File: config.mk
export PLATFORM = sky130hd
export DESIGN_NAME = gshare_resolve_queue
export DESIGN_NICKNAME = d
export VERILOG_FILES = /design/src/rtl/gshare_pkg.sv /design/src/rtl/bp_entry_fifo.sv /design/src/rtl/gshare_resolve_queue.sv
export SDC_FILE = /design/constraint.sdc
export NUM_CORES = 1
export LEC_CHECK = 0
export ABC_AREA = 1
export BUFFER_PORTS_ARGS = -buffer_cell sky130_fd_sc_hd__buf_2
export CORE_ASPECT_RATIO = 1.75
export CORE_MARGIN = 10
export CORE_UTILIZATION = 50
export CTS_CLUSTER_SIZE = 20
export DETAILED_ROUTE_END_ITERATION = 7
export HOLD_SLACK_MARGIN = 0.02
export PLACE_DENSITY_LB_ADDON = 0.12
export SYNTH_ARGS = -nofsm -noshare
export SYNTH_HDL_FRONTEND = slang
export SYNTH_HIERARCHICAL = 1
export SYNTH_SLANG_ARGS = --single-unit
File: constraint.sdc
create_clock -name clk -period 6.6 [get_ports clk]
set_input_delay 0.66 -clock clk [delete_from_list [all_inputs] [get_ports clk]]
set_output_delay 0.66 -clock clk [all_outputs]
set_load 0.01 [all_outputs]
File: src/rtl/gshare_pkg.sv
// ----------------------------------------------------------------------------
// gshare_pkg
// Types and constants shared between the gshare predictor and its resolve
// queue: the in-flight entry record, the training request record, the 2-bit
// saturating counter encodings and a small direction-compare helper.
// ----------------------------------------------------------------------------
package gshare_pkg;

    // PC / global history width; the predictor and the resolve queue must agree.
    localparam int unsigned N = 7;

    // 2-bit saturating counter encodings used by the predictor table.
    localparam logic [1:0] SNT = 2'b00;  // strongly not taken
    localparam logic [1:0] LNT = 2'b01;  // weakly not taken
    localparam logic [1:0] LT  = 2'b10;  // weakly taken
    localparam logic [1:0] ST  = 2'b11;  // strongly taken

    // One in-flight prediction, captured at issue time.
    typedef struct packed {
        logic [N-1:0] pc;
        logic [N-1:0] history;
        logic         taken;
    } bp_entry_t;

    // Training request handed back to the predictor.
    typedef struct packed {
        logic         valid;
        logic         taken;
        logic         mispredicted;
        logic [N-1:0] history;
        logic [N-1:0] pc;
    } bp_train_t;

    localparam bp_train_t TRAIN_IDLE = '{
        valid:        1'b0,
        taken:        1'b0,
        mispredicted: 1'b0,
        history:      {N{1'b0}},
        pc:           {N{1'b0}}
    };

    // True when the resolved direction disagrees with the predicted one.
    function automatic logic dir_mismatch(input logic actual, input logic predicted);
        return actual ^ predicted;
    endfunction

endpackage

File: src/rtl/bp_entry_fifo.sv
// ----------------------------------------------------------------------------
// bp_entry_fifo
// DEPTH x bp_entry_t register array with one synchronous write port and one
// asynchronous read port. No pointer logic lives here; the owner supplies the
// addresses. Contents are not reset (they are meaningless while empty).
// Ports:
//   clk      in   clock
//   wr_en    in   write strobe
//   wr_addr  in   write slot
//   wr_data  in   entry to store
//   rd_addr  in   read slot
//   rd_data  out  entry currently stored at rd_addr
// ----------------------------------------------------------------------------
module bp_entry_fifo
    import gshare_pkg::*;
#(
    parameter int unsigned DEPTH = 8,
    parameter int unsigned AW    = $clog2(DEPTH)
) (
    input  logic          clk,
    input  logic          wr_en,
    input  logic [AW-1:0] wr_addr,
    input  bp_entry_t     wr_data,
    input  logic [AW-1:0] rd_addr,
    output bp_entry_t     rd_data
);

    bp_entry_t mem_q [DEPTH];
    bp_entry_t mem_d [DEPTH];

    // Next-state of the storage array: overwrite only the addressed slot.
    always_comb begin
        mem_d = mem_q;
        if (wr_en) begin
            mem_d[wr_addr] = wr_data;
        end else begin
            mem_d = mem_q;
        end
    end

    // Storage registers.
    always_ff @(posedge clk) begin
        mem_q <= mem_d;
    end

    assign rd_data = mem_q[rd_addr];

endmodule

File: src/rtl/gshare_resolve_queue.sv
// ----------------------------------------------------------------------------
// gshare_resolve_queue
// In-order tracker for branches predicted by the gshare predictor. Each
// prediction is queued with its pc and history snapshot; each in-order
// resolution pops the oldest entry and, one cycle later, produces a
// registered training request. A mispredicted pop discards every younger
// (wrong-path) entry, including any allocation arriving in the same cycle.
// Ports:
//   clk, areset                     clock, async active-high reset
//   alloc_valid/pc/history/taken    new prediction from the predictor
//   alloc_ready                     queue not full (from current state only)
//   resolve_valid/taken             oldest branch resolved, actual direction
//   train_valid/taken/mispredicted/history/pc   registered training request
//   count                           occupied entries, 0..DEPTH
//   err                             sticky protocol error (overflow/underflow)
// ----------------------------------------------------------------------------
module gshare_resolve_queue
    import gshare_pkg::*;
#(
    parameter int unsigned N     = gshare_pkg::N,  // must match the package width
    parameter int unsigned DEPTH = 8               // power of 2, >= 2
) (
    input  logic                     clk,
    input  logic                     areset,
    input  logic                     alloc_valid,
    input  logic [N-1:0]             alloc_pc,
    input  logic [N-1:0]             alloc_history,
    input  logic                     alloc_taken,
    output logic                     alloc_ready,
    input  logic                     resolve_valid,
    input  logic                     resolve_taken,
    output logic                     train_valid,
    output logic                     train_taken,
    output logic                     train_mispredicted,
    output logic [N-1:0]             train_history,
    output logic [N-1:0]             train_pc,
    output logic [$clog2(DEPTH):0]   count,
    output logic                     err
);

    localparam int unsigned AW       = $clog2(DEPTH);
    localparam logic [AW:0] PTR_ZERO = {(AW+1){1'b0}};
    localparam logic [AW:0] PTR_ONE  = {{AW{1'b0}}, 1'b1};

    // Pointers carry one wrap bit above the slot index.
    logic [AW:0] wr_ptr_q, wr_ptr_d;
    logic [AW:0] rd_ptr_q, rd_ptr_d;
    logic        err_q, err_d;
    bp_train_t   train_q, train_d;

    logic        empty;
    logic        full;
    logic        pop;
    logic        mispredict;
    logic        push;
    bp_entry_t   wr_entry;
    bp_entry_t   rd_entry;

    assign empty = (wr_ptr_q == rd_ptr_q);
    assign full  = (wr_ptr_q[AW] != rd_ptr_q[AW]) &&
                   (wr_ptr_q[AW-1:0] == rd_ptr_q[AW-1:0]);

    // Decisions are taken on the pre-edge state: a resolve never sees an
    // allocation from the same cycle, and a pop never frees room for it.
    assign pop        = resolve_valid && !empty;
    assign mispredict = pop && dir_mismatch(resolve_taken, rd_entry.taken);
    assign push       = alloc_valid && !full && !mispredict;

    assign wr_entry.pc      = alloc_pc;
    assign wr_entry.history = alloc_history;
    assign wr_entry.taken   = alloc_taken;

    bp_entry_fifo #(
        .DEPTH (DEPTH),
        .AW    (AW)
    ) u_fifo (
        .clk     (clk),
        .wr_en   (push),
        .wr_addr (wr_ptr_q[AW-1:0]),
        .wr_data (wr_entry),
        .rd_addr (rd_ptr_q[AW-1:0]),
        .rd_data (rd_entry)
    );

    // Pointer next-state; a mispredict collapses the write pointer onto the
    // post-pop read pointer, which drops all younger entries at once.
    always_comb begin
        rd_ptr_d = rd_ptr_q;
        wr_ptr_d = wr_ptr_q;
        if (pop) begin
            rd_ptr_d = rd_ptr_q + PTR_ONE;
        end else begin
            rd_ptr_d = rd_ptr_q;
        end
        if (mispredict) begin
            wr_ptr_d = rd_ptr_q + PTR_ONE;
        end else if (push) begin
            wr_ptr_d = wr_ptr_q + PTR_ONE;
        end else begin
            wr_ptr_d = wr_ptr_q;
        end
    end

    // Sticky error: overflow (unless the alloc is wrong-path) or underflow.
    always_comb begin
        err_d = err_q
              | (alloc_valid && full && !mispredict)
              | (resolve_valid && empty);
    end

    // Training request: loaded on a pop, otherwise only the valid bit drops.
    always_comb begin
        train_d       = train_q;
        train_d.valid = 1'b0;
        if (pop) begin
            train_d.valid        = 1'b1;
            train_d.taken        = resolve_taken;
            train_d.mispredicted = mispredict;
            train_d.history      = rd_entry.history;
            train_d.pc           = rd_entry.pc;
        end else begin
            train_d.valid        = 1'b0;
        end
    end

    // Control and output registers.
    always_ff @(posedge clk or posedge areset) begin
        if (areset) begin
            wr_ptr_q <= PTR_ZERO;
            rd_ptr_q <= PTR_ZERO;
            err_q    <= 1'b0;
            train_q  <= TRAIN_IDLE;
        end else begin
            wr_ptr_q <= wr_ptr_d;
            rd_ptr_q <= rd_ptr_d;
            err_q    <= err_d;
            train_q  <= train_d;
        end
    end

    assign alloc_ready        = !full;
    assign count              = wr_ptr_q - rd_ptr_q;
    assign err                = err_q;
    assign train_valid        = train_q.valid;
    assign train_taken        = train_q.taken;
    assign train_mispredicted = train_q.mispredicted;
    assign train_history      = train_q.history;
    assign train_pc           = train_q.pc;

endmodule

==> impl_metrics.csv <==
group,metric,value,unit
clock_network,cts.sinks,146,
clock_network,cts.htree.levels,4,
clock_network,cts_hold_buf,0,
cells_and_area,mostFrequentLayoutCells,"nand2_1, inv_1, edfxtp_1",
logic_synthesis,ys.warnings.count,6,
flow_run,drv_cap,0,
timing,slew_viol_final,0,
clock_network,cts_buffers,17,
grt,grt_pass1_wl,24300,µm
critical_path,required,6.62,ns
pwr,power_density,464,nW/µm²
critical_path,crit_slowest_cell,"nor2_1",
timing,fin_skew,0.0107,ns
critical_path,arrival,3.87,ns
timing,max_slew.worst_pin.slew,1.35,ns
critical_path,cp_max_fo,35,
logic_synthesis,syn_area,6660,µm²
cells_and_area,nFillCells,1133,
grt,grt_pass1_vias,4364,
timing,hold_viol_final,0,
timing,period_minus_slack,3.85,ns
critical_path,r2r-end,"u_fifo/mem_q[83]$_DFFE_PP_",
timing,fin_ws,2.75,ns
critical_path,crit_chain,"buf_4 -> inv_1 -> nand3_1 -> nand2_1 -> nand2_1 -> nand2_1 -> xor2_1 -> nand3_2 -> nand2_1 -> inv_1 -> nand2_1 -> nor2_1",
cells_and_area,register_area,4260,µm²
timing,setup-tns-final,0,ns
critical_path,worstSetupEndpointType,"flop",
grt,overflow,0,
placement,dp_cells,877,
floorplanning,initial_utilization,51.2,%
clock_network,clkTransAtPathRegs,0.07,ns
worst_hold_path,worstHoldStart,"train_pc[2]$_DFFE_PP0P_",
clock_network,cts.path.max_buffers,2,
floorplanning,die_x,107,µm
logic_synthesis,yosys.area.top_type,"edfxtp_1",
critical_path,crit_start,"rd_ptr_q[1]$_DFFE_PP0P_",
logic_synthesis,synth_seq_cells,146,
routing,drc_errors,0,
grt,antenna_found_initial,0,
routing,vias,4474,
clock_network,root_buffer,"clkbuf_16",
logic_synthesis,synth_top_area_share,54.1,%
cells_and_area,antennaDiodeCount,0,
timing,rsz0062_at_grt,"false",
critical_path,max_stage_delay,1.05,ns
cells_and_area,finalInstanceArea,7510,µm²
placement,gp_congestion,0.860,
logic_synthesis,syn-instance-count,686,
clock_network,post_cts_resized,0,
routing,via_per_inst,4.92,
clock_network,clkLatencyLatePin,0.41,ns
floorplanning,rows,55,
logic_synthesis,ys_types,27,
grt,track_usage,17.5,%
cells_and_area,nets,751,
timing,slew_headroom,9.45,%
routing,firstDrtPassIters,4,
logic_synthesis,syn-num-nets,712,
cells_and_area,multi_input_area,1680,µm²
logic_synthesis,synth-seq-area-share,63.9,%
logic_synthesis,synth.area.top_cells,"edfxtp_1, nand2_1, dfrtp_1",
critical_path,endpoint,"u_fifo/mem_q[83]$_DFFE_PP_",
grt,grt_max_degree,65,
floorplanning,core,13000,µm²
critical_path,worstReg2RegStart,"rd_ptr_q[1]$_DFFE_PP0P_",
critical_path,start_kind,"flop",
cells_and_area,instances_no_fill,909,
floorplanning,dieArea,18500,µm²
timing,fmax,260,MHz
cells_and_area,drive_above_1_share,12.6,%
critical_path,r2r_slack,2.75,ns
clock_network,cts_tree,"built",
cells_and_area,final_common_cell,"nand2_1",
placement,detailed_place_hpwl,10900,µm
routing,routed_wl,15700,µm
worst_hold_path,hold_class,"flop to flop",
critical_path,crit_family,"simple AND/OR/NAND/NOR gates",
critical_path,critPathKind,"flop to flop",
placement,place_ws,2.78,ns
routing,detail-route-antenna-nets,0,
clock_network,cts_setup_buffers,0,
timing,holdWs,0.473,ns
timing,period_share,58.3,%
floorplanning,die_y,173,µm
critical_path,r2r_cells,12,
placement,placement.io_buffers,42,
status,outcome,"finished, final reports clean",
routing,drt-initial-drc-count,287,
timing,finalSetupViolCount,0,
routing,wl_per_cell,17.2,µm
pwr,vdd_drop_max,0.257,mV
pwr,p_leak,3.60,nW
critical_path,crit_top_cell,"nand2_1",
placement,place_area,6920,µm²
critical_path,path_buf_inv,3,
logic_synthesis,syn_area_per_cell,9.71,µm²
floorplanning,num_io_pins,43,
critical_path,path_depth,12,
cells_and_area,syn_to_final_growth,12.8,%
synth_stat cells, drive strengths merged:
library cell	n
nor2	10
o21bai	2
o21a	1
clkbuf	1
nand3	76
xnor2	1
edfxtp	120
xor2	7
o21ai	3
buf	24
nand2	267
ha	5
inv	141
fa	1
a21oi	1
dfrtp	26
registers in the layout (all words and copies together), names as in the netlist:
signal and flops:
err 1, u_fifo/mem_q 120, train_history 7, train_pc 7, train_valid 1, train_taken 1, wr_ptr_q 4, train_mispredicted 1
rd_ptr_q 4
metal layers:
| layer | track usage [%] | share of wire [%] | up-vias | wire, µm |
|---|---|---|---|---|
| li1 | - | - | 2206 | - |
| met5 | 0 | 0 | - | 0 |
| met4 | 7.03 | 2.5 | 0 | 387 |
| met3 | 3.57 | 4.1 | 15 | 646 |
| met1 | 20.5 | 40 | 2127 | 6270 |
| met2 | 30.0 | 53 | 126 | 8370 |
kinds of logic after synthesis:
family,share of synthesized area [%]
buffers and inverters,10.9
AO/OA/AOI/OAI,0.808
flip-flops,63.9
adder cells (fa/ha/maj),1.24
AND/OR/NAND/NOR,22.1
XOR/XNOR,1.05
tightest hold or removal path, cell delays in order, from the launching register on:
cell and delay [ns]:
dfrtp_1 0.34, nand2_1 0.05, nand2_1 0.05
layout make-up:
cell class,count,share of cell area (%)
tap,171,2.85
sequential,146,56.7
multi-input combinational,374,22.4
clock inverter,15,2.22
timing repair buffer,45,3.10
inverter,141,7.15
clock buffer,17,5.66
worst min-delay path by stage:
stage / to / slack, ns / cells past startpoint
final: train_pc[2]$_DFFE_PP0P_ / 0.47 / 2
after CTS: train_history[0]$_DFFE_PP0P_ / 0.48 / 2
after detailed placement: train_history[0]$_DFFE_PP0P_ / 0.46 / 2
after global routing: train_pc[3]$_DFFE_PP0P_ / 0.50 / 2
after floorplan: train_mispredicted$_DFFE_PP0P_ / 0.51 / 2
after global placement: train_pc[0]$_DFFE_PP0P_ / 0.46 / 2
through the flow:
| stage | util, % | power [mW] |
|---|---|---|
| 6_report | 57.7 | 3.48 |
| 5_1_grt | 57.7 | 3.73 |
| 4_1_cts | 57.7 | 3.52 |
| 3_5_place_dp | 53.2 | 2.58 |
| 3_3_place_gp | 53.2 | 2.57 |
| 2_1_floorplan | - | 2.23 |
power breakdown:
| group | total [mW] | switching (mW) | internal [mW] | leakage [nW] |
|---|---|---|---|---|
| combinational | 1.28 | 0.883 | 0.393 | 1.90 |
| sequential | 1.28 | 0.0905 | 1.19 | 1.40 |
| clock | 0.930 | 0.423 | 0.507 | 0.289 |
| total | 3.48 | 1.40 | 2.09 | 3.60 |
Power figures use the tool's default switching activity.
